## config.mk

```make
export PLATFORM = sky130hd
export DESIGN_NAME = hex_display_ctrl
export DESIGN_NICKNAME = d
export VERILOG_FILES = /design/src/rtl/hex_display_pkg.sv /design/src/rtl/hex_scan_timer.sv /design/src/rtl/hex_display_ctrl.sv
export SDC_FILE = /design/constraint.sdc
export NUM_CORES = 1
export LEC_CHECK = 0
export ABC_AREA = 0
export CORE_UTILIZATION = 49
export CTS_CLUSTER_DIAMETER = 40
export DETAILED_ROUTE_END_ITERATION = 10
export PLACE_DENSITY = 0.78
export REMOVE_ABC_BUFFERS = 1
export SYNTH_ARGS = -nofsm -noshare
export SYNTH_HDL_FRONTEND = slang
export SYNTH_SLANG_ARGS = --single-unit
export TNS_END_PERCENT = 20
```

## constraint.sdc

```tcl
create_clock -name i_clk -period 2.8 [get_ports i_clk]
set_input_delay 0.56 -clock i_clk [delete_from_list [all_inputs] [get_ports i_clk]]
set_output_delay 0.56 -clock i_clk [all_outputs]
set_load 0.02 [all_outputs]
```

## src/rtl/hex_display_pkg.sv

```systemverilog
// Shared constants and helpers for the hex seven-segment display controller.
package hex_display_pkg;

    // All segments off (active-low).
    localparam logic [6:0] SEG_BLANK = 7'h7F;

    // Counter/index width: ceil(log2(n)) but never less than one bit.
    function automatic int clog2_min1(input int n);
        return (n <= 2) ? 1 : $clog2(n);
    endfunction

    // Active-low gfedcba pattern for one hex nibble (bit0 = a, bit6 = g).
    function automatic logic [6:0] hex_to_seg(input logic [3:0] value);
        logic [6:0] seg;
        case (value)
            4'h0: seg = 7'h40;
            4'h1: seg = 7'h79;
            4'h2: seg = 7'h24;
            4'h3: seg = 7'h30;
            4'h4: seg = 7'h19;
            4'h5: seg = 7'h12;
            4'h6: seg = 7'h02;
            4'h7: seg = 7'h78;
            4'h8: seg = 7'h00;
            4'h9: seg = 7'h10;
            4'hA: seg = 7'h08;
            4'hB: seg = 7'h03;
            4'hC: seg = 7'h46;
            4'hD: seg = 7'h21;
            4'hE: seg = 7'h06;
            default: seg = 7'h0E;
        endcase
        return seg;
    endfunction

endpackage

```

## src/rtl/hex_scan_timer.sv

```systemverilog
// Scan timing for the multiplexed display: prescaler, digit index and blink phase.
// A tick is the last prescaler cycle of a scan slot; the index and the blink
// tick counter both advance on the edge that ends that cycle.
module hex_scan_timer
    import hex_display_pkg::*;
#(
    parameter int N_DIGITS    = 8,
    parameter int PRESCALE    = 50000,
    parameter int BLINK_TICKS = 256,
    parameter int IDX_W       = clog2_min1(N_DIGITS)
) (
    input  logic             i_clk,
    input  logic             i_reset,
    output logic             o_tick,
    output logic [IDX_W-1:0] o_idx,
    output logic             o_phase
);

    localparam int PS_W = clog2_min1(PRESCALE);
    localparam int BT_W = clog2_min1(BLINK_TICKS);

    logic [PS_W-1:0] ps_cnt;
    logic [BT_W-1:0] blink_cnt;

    assign o_tick = (ps_cnt == PS_W'(PRESCALE - 1));

    // Prescaler: free-running 0..PRESCALE-1.
    always_ff @(posedge i_clk or negedge i_reset) begin
        if (!i_reset) begin
            ps_cnt <= '0;
        end else if (o_tick) begin
            ps_cnt <= '0;
        end else begin
            ps_cnt <= ps_cnt + 1'b1;
        end
    end

    // Scan index: advances once per tick, wrapping at the last digit.
    always_ff @(posedge i_clk or negedge i_reset) begin
        if (!i_reset) begin
            o_idx <= '0;
        end else if (o_tick) begin
            if (o_idx == IDX_W'(N_DIGITS - 1)) begin
                o_idx <= '0;
            end else begin
                o_idx <= o_idx + 1'b1;
            end
        end
    end

    // Blink: count ticks and flip the phase every BLINK_TICKS ticks.
    always_ff @(posedge i_clk or negedge i_reset) begin
        if (!i_reset) begin
            blink_cnt <= '0;
            o_phase   <= 1'b0;
        end else if (o_tick) begin
            if (blink_cnt == BT_W'(BLINK_TICKS - 1)) begin
                blink_cnt <= '0;
                o_phase   <= ~o_phase;
            end else begin
                blink_cnt <= blink_cnt + 1'b1;
            end
        end
    end

endmodule

```

## src/rtl/hex_display_ctrl.sv

```systemverilog
// N-digit hex seven-segment controller: loadable shadow value, leading-zero
// blanking, per-digit blink and decimal points, driving both a registered
// parallel segment bus and a time-multiplexed scan interface. Every output is
// taken straight from a flop so the pins never glitch.
module hex_display_ctrl
    import hex_display_pkg::*;
#(
    parameter int N_DIGITS    = 8,
    parameter int PRESCALE    = 50000,
    parameter int BLINK_TICKS = 256
) (
    input  logic                  i_clk,
    input  logic                  i_reset,
    input  logic [4*N_DIGITS-1:0] i_data,
    input  logic                  i_load,
    input  logic                  i_blank_lz,
    input  logic [N_DIGITS-1:0]   i_blink_mask,
    input  logic [N_DIGITS-1:0]   i_dp,
    output logic [7*N_DIGITS-1:0] o_hex,
    output logic [6:0]            o_seg,
    output logic                  o_dp,
    output logic [N_DIGITS-1:0]   o_an
);

    localparam int IDX_W = clog2_min1(N_DIGITS);

    logic [4*N_DIGITS-1:0] shadow;
    logic [IDX_W-1:0]      scan_idx;
    logic                  blink_phase;
    logic [N_DIGITS-1:0]   blink_off;
    logic [N_DIGITS-1:0]   lz_blank;
    logic [7*N_DIGITS-1:0] hex_next;
    logic [6:0]            seg_next;
    logic                  dp_next;
    logic [N_DIGITS-1:0]   an_next;

    // The tick is only needed inside the timer; the top works from idx/phase.
    hex_scan_timer #(
        .N_DIGITS    (N_DIGITS),
        .PRESCALE    (PRESCALE),
        .BLINK_TICKS (BLINK_TICKS),
        .IDX_W       (IDX_W)
    ) u_timer (
        .i_clk   (i_clk),
        .i_reset (i_reset),
        .o_tick  (),
        .o_idx   (scan_idx),
        .o_phase (blink_phase)
    );

    // Shadow register: captures i_data on every cycle i_load is high.
    always_ff @(posedge i_clk or negedge i_reset) begin
        if (!i_reset) begin
            shadow <= '0;
        end else if (i_load) begin
            shadow <= i_data;
        end
    end

    assign blink_off = {N_DIGITS{blink_phase}} & i_blink_mask;

    // Leading-zero detect: walk from the top digit down while every digit seen is zero.
    always_comb begin
        logic zero_run;
        lz_blank = '0;
        zero_run = 1'b1;
        for (int j = N_DIGITS - 1; j >= 0; j--) begin
            zero_run    = zero_run & (shadow[4*j +: 4] == 4'h0);
            lz_blank[j] = i_blank_lz & zero_run & (j != 0);
        end
    end

    // Final per-digit segments after blanking and blink masking.
    always_comb begin
        hex_next = '0;
        for (int j = 0; j < N_DIGITS; j++) begin
            if (lz_blank[j] || blink_off[j]) begin
                hex_next[7*j +: 7] = SEG_BLANK;
            end else begin
                hex_next[7*j +: 7] = hex_to_seg(shadow[4*j +: 4]);
            end
        end
    end

    // Scan mux: pick the current digit's segments, dp and anode enable.
    always_comb begin
        seg_next = SEG_BLANK;
        dp_next  = 1'b1;
        an_next  = '1;
        for (int j = 0; j < N_DIGITS; j++) begin
            if (scan_idx == IDX_W'(j)) begin
                seg_next   = hex_next[7*j +: 7];
                dp_next    = ~(i_dp[j] & ~blink_off[j]);
                an_next[j] = 1'b0;
            end
        end
    end

    // Output registers; reset puts every output into its blank/off state.
    always_ff @(posedge i_clk or negedge i_reset) begin
        if (!i_reset) begin
            o_hex <= {N_DIGITS{SEG_BLANK}};
            o_seg <= SEG_BLANK;
            o_dp  <= 1'b1;
            o_an  <= '1;
        end else begin
            o_hex <= hex_next;
            o_seg <= seg_next;
            o_dp  <= dp_next;
            o_an  <= an_next;
        end
    end

endmodule

```

# After elaboration in Yosys (flattened, before gate mapping)
# Memory sizes are Yosys's and may differ from the RTL's.
# Index checks and enable logic that the tools add are counted.
[classes] addsub=3 eq_ne=9 n_mux=35 bitwise=39 n_reduce_logical=16
[ops] operator="7-bit two-way mux" n=16
[ops] operator="4-bit zero test" n=7
[ops] operator="1-bit bitwise AND" n=21
[ops] operator="1-bit NOT" n=17
[ops] operator="16-bit by 1-bit adder with 16-bit output (second input constant)" n=1
[ops] operator="16-bit equality test (second input constant)" n=1
[ops] operator="1-bit two-way mux" n=16
[ops] operator="16-bit two-way mux" n=1
[ops] operator="3-bit equality test (second input constant)" n=4
[ops] operator="8-bit by 1-bit adder with 8-bit output (second input constant)" n=1
[ops] operator="8-bit bitwise AND" n=1
[ops] operator="8-bit equality test (second input constant)" n=1
[ops] operator="8-bit two-way mux" n=1
[ops] operator="1-bit logical OR" n=7
[ops] operator="3-bit by 2-bit equality test with 1-bit output (second input constant)" n=2
[ops] operator="3-bit by 1-bit adder with 3-bit output (second input constant)" n=1
[ops] operator="3-bit by 1-bit equality test with 1-bit output (second input constant)" n=1
[ops] operator="3-bit zero test" n=1
[ops] operator="3-bit two-way mux" n=1
[ops] operator="2-bit AND reduction" n=1
[totals] register_bits=132 romBits=896 input_bits=52 out_inout_bits=72 elab_cells=119 memories=8
[memory_table] name="(name not given)" depth=16 word_bits=7 rd=1 rd_clocked_by_memory_dff=0 write_ports=0 line_no="hex_display_pkg.sv:15" source="case (value)"
[memory_table] name="(name not given)" depth=16 word_bits=7 rd=1 rd_clocked_by_memory_dff=0 write_ports=0 line_no="hex_display_pkg.sv:15"
[memory_table] name="(name not given)" depth=16 word_bits=7 rd=1 rd_clocked_by_memory_dff=0 write_ports=0 line_no="hex_display_pkg.sv:15"
[memory_table] name="(name not given)" depth=16 word_bits=7 rd=1 rd_clocked_by_memory_dff=0 write_ports=0 line_no="hex_display_pkg.sv:15"
[memory_table] name="(name not given)" depth=16 word_bits=7 rd=1 rd_clocked_by_memory_dff=0 write_ports=0 line_no="hex_display_pkg.sv:15"
[memory_table] name="(name not given)" depth=16 word_bits=7 rd=1 rd_clocked_by_memory_dff=0 write_ports=0 line_no="hex_display_pkg.sv:15"
[memory_table] name="2 more memories"

# Depth between registers and ports, before layout
[logic_depth] depth_word=17 mapped_depth=10 mapped_depth_nobuf=8

# Hierarchy
# A second synthesis with hierarchy kept.
[hier_totals] cells_unflattened=750 hier_area_um2=7349.5
[modules_own_cells] mod="hex_display_ctrl" n_inst=1 cells_per_inst=622 area_per_inst_um2=6017.0 seq_area_each_um2=2692.6
[modules_own_cells] mod="hex_scan_timer" n_inst=1 cells_per_inst=128 area_per_inst_um2=1332.5 seq_area_each_um2=700.7

# Least setup slack after synthesis
# Ideal clock, no wire load.
[synth_path] path_type="register to register" startpoint="register shadow[16]" endpoint="register o_seg[0]" setup_ns=0.077 arrival_ns=2.776 path_slack_ns=-0.053 stages_incl_launch_ff=10 path_buffers=1 period_less_slack_ns=2.853 cell_sequence="dfrtp_1 inv_1 ha_1 or3b_4 or4b_1 buf_2 or4_4 a221oi_2 o221ai_1 a31oi_1"
[synth_between] elab_chain_len=15
[synth_rtl] item="start: declaration" line_no="hex_display_ctrl.sv:27" source="logic [4*N_DIGITS-1:0] shadow;"
[synth_rtl] item="start signal: assignment" line_no="hex_display_ctrl.sv:56" source="shadow <= i_data;"
[synth_rtl] item="4-bit zero test" line_no="hex_display_ctrl.sv:68" source="zero_run = zero_run & (shadow[4*j +: 4] == 4'h0);"
[synth_rtl] item="1-bit bitwise AND (4 in a row)" line_no="hex_display_ctrl.sv:68"
[synth_rtl] item="1-bit bitwise AND" line_no="hex_display_ctrl.sv:69" source="lz_blank[j] = i_blank_lz & zero_run & (j != 0);"
[synth_rtl] item="1-bit logical OR" line_no="hex_display_ctrl.sv:77" source="if (lz_blank[j] || blink_off[j]) begin"
[synth_rtl] item="7-bit two-way mux" line_no="hex_display_ctrl.sv:77"
[synth_rtl] item="7-bit two-way mux (3 in a row)" line_no="hex_display_ctrl.sv:91" source="if (scan_idx == IDX_W'(j)) begin"
[synth_rtl] item="7-bit two-way mux * (4 in a row)" line_no="hex_display_ctrl.sv:91"
[synth_rtl] item="via seg_next[0]" line_no="hex_display_ctrl.sv:33" source="logic [6:0] seg_next;"
[synth_rtl] item="end signal: assignment" line_no="hex_display_ctrl.sv:108" source="o_seg <= seg_next;"
[synth_rtl] item="end: declaration" line_no="hex_display_ctrl.sv:20" source="output logic [6:0] o_seg,"
# Mark *: on every way through the listed nets, which the timed path passes. The rest lies on a longest branch.
# A chain may end at the register's enable or synchronous reset.

# Final worst setup path
[layout_path] startpoint="register shadow[17]" endpoint="register o_seg[6]"
# Same word-level chain as after synthesis.

==> impl_metrics.env <==
export IMPL_status="complete, no violations"
export IMPL_dp_cells=1047
export IMPL_place_gp_congestion=1.02
export IMPL_overflow=0
export IMPL_reg2reg_to="o_seg[6]"
export IMPL_grt_max_degree=49
export IMPL_dp_hpwl_um=13800
export IMPL_hold_path_class="input port to async pin"
export IMPL_finalCritPeriodShare_pct=98.5
export IMPL_cts_buffers=17
export IMPL_drive_gt1_share_pct=22.8
export IMPL_setup_ws_ns=0.0419
export IMPL_ir_drop_uv=541
export IMPL_synthDistinctLibCells=67
export IMPL_yosysWarnings=0
export IMPL_path_max_fanout=7
export IMPL_cts_hold_buf=0
export IMPL_leakage_nw=4.20
export IMPL_die_area_um2=15400
export IMPL_end_kind="flip-flop"
export IMPL_clk_pin_slew_worst_paths_ns=0.06
export IMPL_pre_cts_slack_ns=-0.0150
export IMPL_clk_latency_ns=0.43
export IMPL_start_kind="flip-flop"
export IMPL_antenna_found_initial=0
export IMPL_coreArea_um2=14500
export IMPL_async_reset_ff_share_pct=100
export IMPL_grt_usage_pct=26.5
export IMPL_root_buffer="clkbuf_16"
export IMPL_diodes=0
export IMPL_worst_ep_required_time_ns=3.13
export IMPL_cp_slowest_stage_delay_ns=0.55
export IMPL_cts_htree_levels=4
export IMPL_final_setup_tns_ns=0
export IMPL_finalNonFillerCells=1087
export IMPL_pwr_density_cell_nw_per_um2=604
export IMPL_initial_core_util_pct=50.1
export IMPL_numPortBuffers=123
export IMPL_drv_cap=0
export IMPL_tightest_slew_ns=0.826
export IMPL_cpMaxStageDelayCell="or4b_4"
export IMPL_cp_arrival_ns=3.09
export IMPL_ys_ff_latch=132
export IMPL_drt_initial_drc_count=575
export IMPL_grt_pass1_wl_um=29800
export IMPL_utilization_pct=66.3
export IMPL_drt_drc_violations_left=0
export IMPL_die_h_um=124
export IMPL_postSynthAreaPerCell_um2=9.89
export IMPL_post_dp_cell_area_um2=8920
export IMPL_timing_rr_start="shadow[17]"
export IMPL_die_w_um=124
export IMPL_rr_worst_depth=9
export IMPL_finClkSkew_ns=0.00683
export IMPL_cts_tree="done"
export IMPL_relSlewSlack_pct=44.2
export IMPL_period_needed_ns=2.76
export IMPL_syn_inst=737
export IMPL_rsz0062_at_grt="true"
export IMPL_regToRegSetupSlack_ns=0.04
export IMPL_drv_slew=0
export IMPL_crit_start="shadow[17]"
export IMPL_ys_seq_area_share_pct=46.6
export IMPL_worstPathCellList="inv_2 -> ha_4 -> or3b_4 -> or4b_4 -> buf_6 -> o31a_1 -> a21oi_2 -> a311oi_2 -> o41ai_2"
export IMPL_antenna_left=0
export IMPL_whs_ns=0.127
export IMPL_wl_per_cell_um=17.7
export IMPL_via_per_inst=5.61
export IMPL_ioPinCount=124
export IMPL_critPathKind="flip-flop to flip-flop"
export IMPL_drtPass1Iterations=5
export IMPL_ctsLongestPathBuffers=2
export IMPL_stdcell_area_um2=9640
export IMPL_rows=44
export IMPL_wl_um=19200
export IMPL_finalSetupViolCount=0
export IMPL_synth_edff_count=0
export IMPL_power_mw=5.83
export IMPL_max_freq_ghz=0.363
export IMPL_grt_pass1_vias=5805
export IMPL_ys_flop_type="dfstp_2"
export IMPL_syn_area_um2=7290
export IMPL_syn_to_final_growth_pct=32.3
export IMPL_hold_viol_final=0
export IMPL_crit_path_end="o_seg[6]"
export IMPL_nets=992
export IMPL_clock_sinks=132
export IMPL_dr_total_vias=6096
==> how the worst min path moves through the flow <==
| stage | startpoint | end | slack, ns | cells past startpoint |
|---|---|---|---|---|
| 2_1_floorplan | i_reset | shadow[0] | 0.26 | 0 |
| 3_3_place_gp | u_timer.blink_cnt[7] | u_timer.blink_cnt[7] | 0.46 | 1 |
| 3_5_place_dp | u_timer.blink_cnt[7] | u_timer.blink_cnt[7] | 0.46 | 1 |
| 4_1_cts | i_reset | shadow[27] | 0.14 | 1 |
| 5_1_grt | i_reset | shadow[27] | 0.16 | 1 |
| 6_report | i_reset | shadow[27] | 0.13 | 1 |
==> cell type report <==
cell class	instances	area (µm²)
clock buffer	22	454
tap	184	230
inverter	35	131
timing repair buffer	171	1610
clock inverter	10	109
sequential	132	3390
multi-input combinational	533	3710
fill	1132	4890
==> logic make-up (layout without fill, tap and decap cells) <==
group           Yosys count  in the layout  synth area share (%)
fa+ha+maj                50             50                  8.59
compound gates          174            174                  15.8
flops                   132            132                  46.6
xor+xnor                 20             20                  2.40
mux                      41             41                  6.80
buf+inv                  72            238                  3.83
simple gates            248            248                  16.0
==> sequential cells by signal (all words and copies together), names as in the netlist <==
signal             cells
o_an                   8
o_dp                   1
o_hex                 56
o_seg                  7
shadow                32
u_timer.blink_cnt      8
u_timer.o_idx          3
u_timer.o_phase        1
u_timer.ps_cnt        16
==> critical path, delay by kind of cell, from the launching register on <==
family	cells	cell delay [ns]
compound gates	4	0.99
simple gates	2	0.92
buf+inv	2	0.23
fa+ha+maj	1	0.13
flops	1	0.38
==> metal layers <==
layer  track usage, %  vias up  wire length, µm
li1                 -     2906                -
met1             35.0     2893             8120
met2             41.4      255             8980
met3             6.23       42             1540
met4             12.0        0              579
met5                0        -                0
==> report_power, final <==
group / leakage, nW / switching, mW / total (mW) / internal [mW]
sequential: 1.51 / 0.137 / 2.35 / 2.21
clock: 0.264 / 0.805 / 2.13 / 1.32
combinational: 2.42 / 0.714 / 1.35 / 0.640
total: 4.20 / 1.66 / 5.83 / 4.17
==> what timing repair did <==
action / in CTS / in global routing
buffers inserted: 0 / 8
setup endpoints to repair: 0 / 6
resized for setup: 0 / 18
==> cells in the mapped netlist (all sizes together), types with 5 or more instances <==
cell type	count	area share (%)
nand2b	7	0.60
a21oi	31	2.1
o211ai	20	2.1
xor2	11	1.3
buf	6	0.43
mux2	28	4.3
and3	7	0.60
xnor2	9	1.1
inv	34	1.8
nor2	53	2.7
ha	50	8.6
nand3	30	2.1
dfstp	72	26
and2	6	0.52
o21ai	48	3.3
a22oi	10	1.0
o21a	5	0.52
nand2	102	5.3
dfrtp	60	21
clkbuf	31	1.6
a31oi	13	1.1
mux2i	9	1.2
nor3	6	0.41
a32oi	6	0.72
nor2b	14	1.2
a21boi	5	0.52
==> cell usage in the layout (no fill, tap or decap), types with 3 or more instances in the layout <==
cell type        instances
clkdlybuf4s50_1        121
nand2_1                102
dfstp_2                 72
dfrtp_1                 60
nor2_1                  53
ha_1                    49
o21ai_0                 48
buf_4                   46
inv_1                   32
a21oi_1                 30
nand3_1                 29
mux2_2                  28
o211ai_1                20
clkbuf_16               17
nor2b_1                 14
a31oi_1                 12
xor2_1                  11
a22oi_1                 10
xnor2_1                  9
mux2i_1                  9
and3_1                   7
nand2b_1                 7
nor3_1                   6
a32oi_1                  6
and2_1                   5
o21a_1                   5
mux4_2                   4
o311ai_0                 4
a21boi_0                 4
o2bb2ai_1                4
clkinvlp_4               4
clkbuf_1                 4
nor3b_1                  3
a211oi_1                 3
a311oi_1                 3
clkinv_2                 3
Note: power is estimated with default switching activity, not from simulation.
